<file path="config.mk">
export PLATFORM = sky130hd
export DESIGN_NAME = alarm_trigger_cond_flat
export DESIGN_NICKNAME = d
export VERILOG_FILES = /design/src/rtl/alarm_trigger_cond_if.sv /design/src/rtl/alarm_trigger_cond.sv /design/src/flat_wrapper.sv
export SDC_FILE = /design/constraint.sdc
export NUM_CORES = 1
export LEC_CHECK = 0
export ABC_AREA = 1
export CORE_ASPECT_RATIO = 1.4
export CORE_MARGIN = 2
export CORE_UTILIZATION = 50
export DETAILED_ROUTE_END_ITERATION = 7
export PLACE_DENSITY = 0.73
export SYNTH_ARGS = -nofsm -noshare
export SYNTH_HDL_FRONTEND = slang
export SYNTH_SLANG_ARGS = --single-unit
</file>
<file path="constraint.sdc">
create_clock -name clk -period 2.05 [get_ports clk]
set_input_delay 0.41 -clock clk [delete_from_list [all_inputs] [get_ports clk]]
set_output_delay 0.41 -clock clk [all_outputs]
set_load 0.02 [all_outputs]
</file>
<file path="src/rtl/alarm_trigger_cond_if.sv">
`default_nettype none
// +--------------------------------------------------------------------------+
// | Module      : alarm_trigger_cond_if                                      |
// | Description : RTC time, alarm programming, PIN acknowledge and ringing   |
// |               output bundle for the alarm trigger condition block.       |
// | Revision    : 1.0  initial release                                       |
// +--------------------------------------------------------------------------+
interface alarm_trigger_cond_if;
  logic [4:0] hour_rtc;
  logic [5:0] min_rtc;
  logic [5:0] sec_rtc;
  logic       alarm_set;
  logic [4:0] alarm_hour_in;
  logic [5:0] alarm_min_in;
  logic [5:0] alarm_sec_in;
  logic       pin_check;
  logic       alarm_active;

  // Driver side: RTC block, keypad/PIN logic and the programming path.
  modport master (
    output hour_rtc, min_rtc, sec_rtc,
    output alarm_set, alarm_hour_in, alarm_min_in, alarm_sec_in,
    output pin_check,
    input  alarm_active
  );

  // Alarm trigger block side.
  modport slave (
    input  hour_rtc, min_rtc, sec_rtc,
    input  alarm_set, alarm_hour_in, alarm_min_in, alarm_sec_in,
    input  pin_check,
    output alarm_active
  );
endinterface
`default_nettype wire

</file>
<file path="src/rtl/alarm_trigger_cond.sv">
`default_nettype none
// +--------------------------------------------------------------------------+
// | Module      : alarm_trigger_cond                                         |
// | Description : Stores a programmed hh:mm:ss alarm time, compares it each  |
// |               clock against the RTC and rings until PIN acknowledge or   |
// |               ring timeout (counted in RTC seconds).                     |
// | Revision    : 1.0  initial release                                       |
// +--------------------------------------------------------------------------+
module alarm_trigger_cond #(
  parameter int RING_TIMEOUT_S = 60
) (
  input  wire logic           clk,
  input  wire logic           rst,   // asynchronous, active-low
  alarm_trigger_cond_if.slave bus
);

  localparam int c_cnt_w = (RING_TIMEOUT_S > 1) ? $clog2(RING_TIMEOUT_S + 1) : 1;
  localparam logic [c_cnt_w-1:0] c_timeout    = c_cnt_w'(RING_TIMEOUT_S);
  localparam logic               c_timeout_en = (RING_TIMEOUT_S != 0);

  typedef enum logic [1:0] {
    ST_IDLE    = 2'd0,
    ST_ARMED   = 2'd1,
    ST_RINGING = 2'd2
  } state_t;

  state_t             r_state;
  state_t             w_state_nxt;
  logic [c_cnt_w-1:0] r_ring_cnt;
  logic [c_cnt_w-1:0] w_cnt_nxt;
  logic [c_cnt_w-1:0] w_cnt_inc;
  logic               r_alarm_active;

  logic [4:0]         r_alarm_h;
  logic [5:0]         r_alarm_m;
  logic [5:0]         r_alarm_s;
  logic               r_match_q;
  logic [5:0]         r_sec_q;

  logic               w_set_valid;
  logic               w_match;
  logic               w_match_new;
  logic               w_trigger;
  logic               w_sec_tick;

  // Range check of the programming strobe; out-of-range fields void the whole load.
  assign w_set_valid = bus.alarm_set
                     && (bus.alarm_hour_in <= 5'd23)
                     && (bus.alarm_min_in  <= 6'd59)
                     && (bus.alarm_sec_in  <= 6'd59);

  // Match against the stored alarm (old value on a load edge) and against the
  // incoming value, the latter only to seed the edge detector on a load.
  assign w_match     = (bus.hour_rtc == r_alarm_h) && (bus.min_rtc == r_alarm_m)
                     && (bus.sec_rtc == r_alarm_s);
  assign w_match_new = (bus.hour_rtc == bus.alarm_hour_in)
                     && (bus.min_rtc == bus.alarm_min_in)
                     && (bus.sec_rtc == bus.alarm_sec_in);
  assign w_trigger   = w_match && !r_match_q;
  assign w_sec_tick  = (r_sec_q != bus.sec_rtc);
  assign w_cnt_inc   = r_ring_cnt + 1'b1;

  assign bus.alarm_active = r_alarm_active;

  // Next-state and ring counter: load > PIN acknowledge > timeout > trigger.
  always_comb begin
    w_state_nxt = r_state;
    w_cnt_nxt   = r_ring_cnt;
    if (w_set_valid) begin
      w_state_nxt = ST_ARMED;
      w_cnt_nxt   = '0;
    end else begin
      case (r_state)
        ST_IDLE: begin
          w_state_nxt = ST_IDLE;
        end
        ST_ARMED: begin
          if (w_trigger) begin
            w_state_nxt = ST_RINGING;
            w_cnt_nxt   = '0;
          end
        end
        ST_RINGING: begin
          if (bus.pin_check) begin
            w_state_nxt = ST_ARMED;
            w_cnt_nxt   = '0;
          end else if (w_sec_tick) begin
            if (c_timeout_en && (w_cnt_inc == c_timeout)) begin
              w_state_nxt = ST_ARMED;
              w_cnt_nxt   = '0;
            end else begin
              w_cnt_nxt = w_cnt_inc;
            end
          end
        end
        default: begin
          w_state_nxt = ST_IDLE;
          w_cnt_nxt   = '0;
        end
      endcase
    end
  end

  // State, ring counter and the registered ringing output.
  always_ff @(posedge clk or negedge rst) begin
    if (!rst) begin
      r_state        <= ST_IDLE;
      r_ring_cnt     <= '0;
      r_alarm_active <= 1'b0;
    end else begin
      r_state        <= w_state_nxt;
      r_ring_cnt     <= w_cnt_nxt;
      r_alarm_active <= (w_state_nxt == ST_RINGING);
    end
  end

  // Stored alarm time, match edge detector and delayed seconds copy.
  // On a load the edge detector is seeded with the match against the new
  // time, so programming the current RTC time waits for its next occurrence.
  always_ff @(posedge clk or negedge rst) begin
    if (!rst) begin
      r_alarm_h <= '0;
      r_alarm_m <= '0;
      r_alarm_s <= '0;
      r_match_q <= 1'b0;
      r_sec_q   <= '0;
    end else begin
      r_sec_q <= bus.sec_rtc;
      if (w_set_valid) begin
        r_alarm_h <= bus.alarm_hour_in;
        r_alarm_m <= bus.alarm_min_in;
        r_alarm_s <= bus.alarm_sec_in;
        r_match_q <= w_match_new;
      end else begin
        r_match_q <= w_match;
      end
    end
  end

endmodule
`default_nettype wire

</file>
<file path="src/flat_wrapper.sv">
// flat-port wrapper written by rule: the top's interface ports become plain ports
module alarm_trigger_cond_flat 
#(
  parameter int RING_TIMEOUT_S = 60
)
  (clk, rst, bus_hour_rtc, bus_min_rtc, bus_sec_rtc, bus_alarm_set, bus_alarm_hour_in, bus_alarm_min_in, bus_alarm_sec_in, bus_pin_check, bus_alarm_active);
  alarm_trigger_cond_if bus_i ();
  input  wire logic clk;
  input  wire logic rst;
  input wire logic [$bits(bus_i.hour_rtc)-1:0] bus_hour_rtc;
  input wire logic [$bits(bus_i.min_rtc)-1:0] bus_min_rtc;
  input wire logic [$bits(bus_i.sec_rtc)-1:0] bus_sec_rtc;
  input wire logic [$bits(bus_i.alarm_set)-1:0] bus_alarm_set;
  input wire logic [$bits(bus_i.alarm_hour_in)-1:0] bus_alarm_hour_in;
  input wire logic [$bits(bus_i.alarm_min_in)-1:0] bus_alarm_min_in;
  input wire logic [$bits(bus_i.alarm_sec_in)-1:0] bus_alarm_sec_in;
  input wire logic [$bits(bus_i.pin_check)-1:0] bus_pin_check;
  output wire logic [$bits(bus_i.alarm_active)-1:0] bus_alarm_active;
  assign bus_i.hour_rtc = bus_hour_rtc;
  assign bus_i.min_rtc = bus_min_rtc;
  assign bus_i.sec_rtc = bus_sec_rtc;
  assign bus_i.alarm_set = bus_alarm_set;
  assign bus_i.alarm_hour_in = bus_alarm_hour_in;
  assign bus_i.alarm_min_in = bus_alarm_min_in;
  assign bus_i.alarm_sec_in = bus_alarm_sec_in;
  assign bus_i.pin_check = bus_pin_check;
  assign bus_alarm_active = bus_i.alarm_active;
  alarm_trigger_cond #(.RING_TIMEOUT_S(RING_TIMEOUT_S)) u_core (.clk(clk), .rst(rst), .bus(bus_i));
endmodule
</file>
Yosys cells after proc, flatten, opt, wreduce, memory -nomap -nowiden
Cells that the tools add are included.
Word-level totals
  bits of input ports: 38
  bits in registers: 33
  output and inout port bits: 1
  word-level logic and storage cells: 50
Cells by class
  reductions and logical operators: 11
  equal/unequal tests: 14
  mux-type cells: 13
  add/sub/neg operators: 1
  order comparisons: 3
Operator list (number)
  $mux W6: 5
  $eq A6 B6 Y1: 4
  $pmux W6 S3: 1
  $le A6 B6 Y1 const B: 2
  $eq A5 B5 Y1: 2
  $mux W2: 5
  $logic_and A1 B1 Y1: 8
  $add A6 B1 Y6 const B: 1
  $eq A6 B6 Y1 const B: 1
  $ne A6 B6 Y1: 1
  $le A5 B5 Y1 const B: 1
  $eq A2 B2 Y1 const B: 2
  $ne A4 B2 Y1 const B: 1
  $pmux W2 S2: 1
  $ne A3 B1 Y1 const B: 1
  $reduce_and A3 Y1: 1
  $eq A2 B1 Y1 const B: 1
  $logic_not A2 Y1: 1
  $ne A2 B1 Y1 const B: 1
  $logic_not A1 Y1: 1
  $mux W1: 1

Logic depth before layout (Yosys ltp)
  depth after elaboration: 8
  depth in mapped cells: 11
  depth with buffers taken out: 11

Least setup slack after synthesis
No wires, ideal clock.
  kind: register -> register
  start: reg u_core.r_ring_cnt[0]
  end: reg u_core.r_alarm_active (netlist: u_core.bus.alarm_active)
  buffers on the path: 0
  library setup time: 116 ps
  required time: 1934 ps
  path slack: 590 ps
  clock period less this slack: 1460 ps
  arrival: 1344 ps
  cell stages (with the launch flop): 11
  path through: dfrtp_1 -> ha_1 -> inv_1 -> nor3_1 -> nand3_2 -> inv_2 -> nand2_2 -> nand2_1 -> a21oi_2 -> nand2_1 -> nor2_1
Between the ends
  word-level cells in the longest chain between the ends: 8
RTL lines
  start, declared: line alarm_trigger_cond.sv:29  | logic [c_cnt_w-1:0] r_ring_cnt;
  start signal, assigned: line alarm_trigger_cond.sv:112  | r_ring_cnt <= w_cnt_nxt;
  $add A6 B1 Y6: line alarm_trigger_cond.sv:61  | assign w_cnt_inc = r_ring_cnt + 1'b1;
  $eq A6 B6 Y1: line alarm_trigger_cond.sv:88  | if (c_timeout_en && (w_cnt_inc == c_timeout)) begin
  $mux W2: line alarm_trigger_cond.sv:88
  $mux W2: line alarm_trigger_cond.sv:87  | end else if (w_sec_tick) begin
  $mux W2: line alarm_trigger_cond.sv:84  | if (bus.pin_check) begin
  $pmux W2 S2: line alarm_trigger_cond.sv:73  | case (r_state)
  $mux W2: line alarm_trigger_cond.sv:69  | if (w_set_valid) begin
  $eq A2 B2 Y1: line alarm_trigger_cond.sv:113  | r_alarm_active <= (w_state_nxt == ST_RINGING);
  end signal, assigned: line alarm_trigger_cond.sv:113
  end, declared: line alarm_trigger_cond.sv:32  | logic r_alarm_active;
Every way passes these cells.
A chain may end at the register's enable or synchronous reset.

Worst setup path after layout
  start: in bus_sec_rtc[0]
  end: reg u_core.r_ring_cnt[3]
Between the ends
  word-level cells in the longest chain between the ends: 5
  elaborated cells on any way between the ends: 7
  those cells by class: eq/ne: 4; reduce/logical: 3
RTL lines
  start, declared: line flat_wrapper.sv:12  | input wire logic [$bits(bus_i.sec_rtc)-1:0] bus_sec_rtc;
  $eq A6 B6 Y1: line alarm_trigger_cond.sv:55  | && (bus.sec_rtc == r_alarm_s);
  $logic_and A1 B1 Y1: line alarm_trigger_cond.sv:55
  $logic_and A1 B1 Y1: line alarm_trigger_cond.sv:59  | assign w_trigger = w_match && !r_match_q;
  $ne A3 B1 Y1 (no source line)
  $reduce_and A3 Y1 (no source line) (*)
Mark *: on every way between the ends. The rest lies on a longest branch, timed or not.

==> metrics.txt <==
largest net degree at the start of global routing 34; design area 2710 sq um; leakage power 1.35 nW; Post-Place Cell Area 2590 sq um; startpoint of the worst-slack reg-to-reg timing path u_core.r_ring_cnt[0]; layout overhead on the synthesized area 30.7%; maximum level of the CTS H-tree 2; Peak VDD IR 0.552 mV; maximum clock frequency 557 MHz; count of hold-fix buffers inserted at cts 0; via density per instance 4.88; clock tree from TritonCTS yes; Worst setup EP type flip-flop; later-pin clock latency in the skew report 280 ps; Vias 1848; Fin. Hold Viols 0; Reg2Reg Capture Point u_core.bus.alarm_active; root buffer selected by CTS sky130_fd_sc_hd__clkbuf_8; last weighted congestion value of the routability-driven placer 0.798; Initial DRT Pass Iterations 4; area used by multi-input combinational logic 1070 sq um; portion of the post-synthesis area used by sequential elements 39.9%; height of the die 80.1 um; num rows 27; reg-to-reg slack, setup 350 ps; worst slack after detailed placement -74.1 ps; status finished, final reports clean; total standard cell area after synthesis 2070 sq um; cells resized by post-CTS repair 0; largest fanout of any net on the critical path 7; path category of the worst min-delay check reg2reg; buffers from clock root to sink, at most 2; ratio of cells with drive above 1 in the final layout 10.4%; average routed wire per standard cell 11.6 um; worst hold margin 500 ps; Initial Util 52.4%; crit path max-delay cell type sky130_fd_sc_hd__clkdlybuf4s50_1; ANT nets after route 0; Total Routed Length 4.39 mm; number of library cell types mapped by synthesis 26; post-route worst setup slack 256 ps; Final #Nets 377; areal power density over the cells 636 nW/um^2; grt total ovfl 0; hold path cells 2; post-CTS setup buffers 0; type of origin of the critical path primary input; Worst-path clk slew 70 ps; critical path class in2reg; number of antenna violations at the first check in global routing 0; most area-consuming cells after synthesis sky130_fd_sc_hd__dfrtp_1 (40%), sky130_fd_sc_hd__nand2_1 (15%), sky130_fd_sc_hd__inv_1 (7.1%); post-synthesis sequential element count 33; worst-case reg-to-reg path depth 10; Tightest Pin Transition 423 ps; core footprint 3950 sq um; number of design rule violations left after detail routing 0; final worst path period share 87.5%; share of the synthesized area in the top cell type 39.9%; Die Footprint 4680 sq um; CP max stage delay 490 ps; unrepaired setup endpoints after global routing false; maxcap violations 0; average cell area after synthesis 7.34 sq um; boundary pin count 39; gate count of the mapped netlist 282; synthesized net count 324; terminating pin of the worst hold path u_core.r_alarm_s[0]; post-detailed-placement half-perimeter wirelength 3.56 mm; number of violations reported at the end of detailed-routing iteration 0 47; count of input and output buffers 38; total of endpoints with negative setup slack in the final report 0; arrival time at the worst endpoint 1960 ps; CTS Buf Count 5; sequential cell area 826 sq um; critical path cell sequence clkdlybuf4s50_1, xor2_1, nor2_1, nand2_1, nor2_1, nand3_2, nand2_2, nand2_2, nand3_1, nand2_1; fill cell total of the finished layout 352; cell family contributing the most delay on the critical path simple AND/OR/NAND/NOR gates; Die W 58.4 um; required time of the critical path 2220 ps; top cell type by total area after synthesis sky130_fd_sc_hd__dfrtp_1; final critical delay including setup and external delays 1790 ps; vias in the first global route 1903; wire length of the first global-routing pass 7.78 mm; diode count 0; Buffers & Inverters on Critical Path 1; Core Util, Final 68.4%; count of final max-slew check failures 0; start point of the worst hold path u_core.r_alarm_s[0]; Total GRT Usage 21.6%; number of sinks driven by the clock tree 33; Max transition margin 71.8%; Layout Skew 5.96 ps; count of synthesis-stage warnings from yosys 0
==> worst max path at each step <==
stage	start	end	slack, ps	depth (start not counted)
floorplan	u_core.r_ring_cnt[0]	u_core.bus.alarm_active	590	10
global placement	bus_sec_rtc[0]	u_core.r_ring_cnt[0]	-40	10
detailed placement	bus_sec_rtc[0]	u_core.r_ring_cnt[3]	-70	10
CTS	bus_sec_rtc[0]	u_core.r_ring_cnt[3]	220	10
global route	bus_hour_rtc[2]	u_core.r_ring_cnt[3]	80	12
finish	bus_sec_rtc[0]	u_core.r_ring_cnt[3]	260	10
==> tightest hold or removal path, stage by stage, from the launching register on <==
cell                      delay (ps)
sky130_fd_sc_hd__dfrtp_1         360
sky130_fd_sc_hd__nand2_1          60
sky130_fd_sc_hd__nand2_1          50
==> cells by family after synthesis <==
group,Yosys count,synth area share [%]
AO/OA/AOI/OAI,19,5.44
buffers and inverters,45,8.28
XOR/XNOR,24,10.2
adder cells (fa/ha/maj),4,2.42
AND/OR/NAND/NOR,157,33.8
flip-flops,33,39.9
==> area by class of cell <==
| cell class | count | area share (%) |
|---|---|---|
| tap | 43 | 1.99 |
| inverter | 41 | 5.69 |
| sequential | 33 | 30.5 |
| clock inverter | 1 | 1.11 |
| timing repair buffer | 50 | 17.9 |
| multi-input combinational | 204 | 39.6 |
| clock buffer | 7 | 3.19 |
==> placed cells by master (no fill, tap or decap) <==
cell | synthesis | layout
sky130_fd_sc_hd__clkdlybuf4s50_1 | 0 | 38
sky130_fd_sc_hd__buf_4 | 0 | 11
sky130_fd_sc_hd__a41oi_1 | 1 | 1
sky130_fd_sc_hd__nand3b_1 | 1 | 1
sky130_fd_sc_hd__o21ai_0 | 13 | 13
sky130_fd_sc_hd__xnor2_1 | 8 | 8
sky130_fd_sc_hd__nor2_2 | 1 | 1
sky130_fd_sc_hd__nand3_2 | 4 | 4
sky130_fd_sc_hd__bufinv_16 | 0 | 1
sky130_fd_sc_hd__o21bai_1 | 3 | 3
sky130_fd_sc_hd__nor3_1 | 5 | 5
sky130_fd_sc_hd__nand3_1 | 18 | 18
sky130_fd_sc_hd__inv_2 | 1 | 1
sky130_fd_sc_hd__nand2_2 | 5 | 5
sky130_fd_sc_hd__nand2_1 | 83 | 83
sky130_fd_sc_hd__buf_12 | 0 | 1
sky130_fd_sc_hd__nor4_1 | 1 | 1
sky130_fd_sc_hd__clkinv_1 | 1 | 1
sky130_fd_sc_hd__dfrtp_1 | 33 | 33
sky130_fd_sc_hd__or2_2 | 4 | 4
sky130_fd_sc_hd__clkbuf_8 | 0 | 6
sky130_fd_sc_hd__ha_1 | 4 | 4
sky130_fd_sc_hd__nor2_1 | 25 | 25
sky130_fd_sc_hd__clkbuf_1 | 1 | 1
sky130_fd_sc_hd__xor2_1 | 16 | 16
sky130_fd_sc_hd__inv_1 | 39 | 39
sky130_fd_sc_hd__o211ai_1 | 1 | 1
sky130_fd_sc_hd__nand4_1 | 10 | 10
sky130_fd_sc_hd__a21oi_2 | 1 | 1
==> synth_stat cells (all sizes together) <==
cell type	number
nand2	88
inv	40
dfrtp	33
nor2	26
nand3	22
xor2	16
o21ai	13
nand4	10
xnor2	8
nor3	5
ha	4
or2	4
buf	3
o21bai	3
a21oi	1
a41oi	1
clkbuf	1
clkinv	1
nand3b	1
nor4	1
o211ai	1
==> stage by stage <==
stage,setup TNS [ps],power (W),instances
2_1_floorplan,0,0.000938,282
3_3_place_gp,-226,0.00110,371
3_5_place_dp,-338,0.00111,371
4_1_cts,0,0.00174,379
5_1_grt,0,0.00183,379
6_report,0,0.00172,379
==> per-layer routing <==
metal / vias up / global-route usage [%] / part of all wire [%] / wire length (um)
li1: 989 / - / - / -
met1: 826 / 23.7 / 42 / 1860
met2: 27 / 39.9 / 54 / 2360
met3: 6 / 4.51 / 2.6 / 115
met4: 0 / 7.44 / 1.2 / 53
met5: - / 0 / 0 / 0
==> state kept, by name, indices dropped and copies added (netlist names) <==
signal,count
u_core.r_alarm_h,5
u_core.r_match_q,1
u_core.r_alarm_m,6
u_core.r_ring_cnt,6
u_core.r_state,2
u_core.bus.alarm_active,1
u_core.r_sec_q,6
u_core.r_alarm_s,6
==> power by group <==
part           total [W]  switching, W  internal (W)  leakage [nW]
registers       0.000741     0.0000333      0.000707         0.417
clock network   0.000621      0.000225      0.000396        0.0585
logic           0.000357      0.000184      0.000174         0.874
No activity file was read; power rests on OpenSTA's default activity.
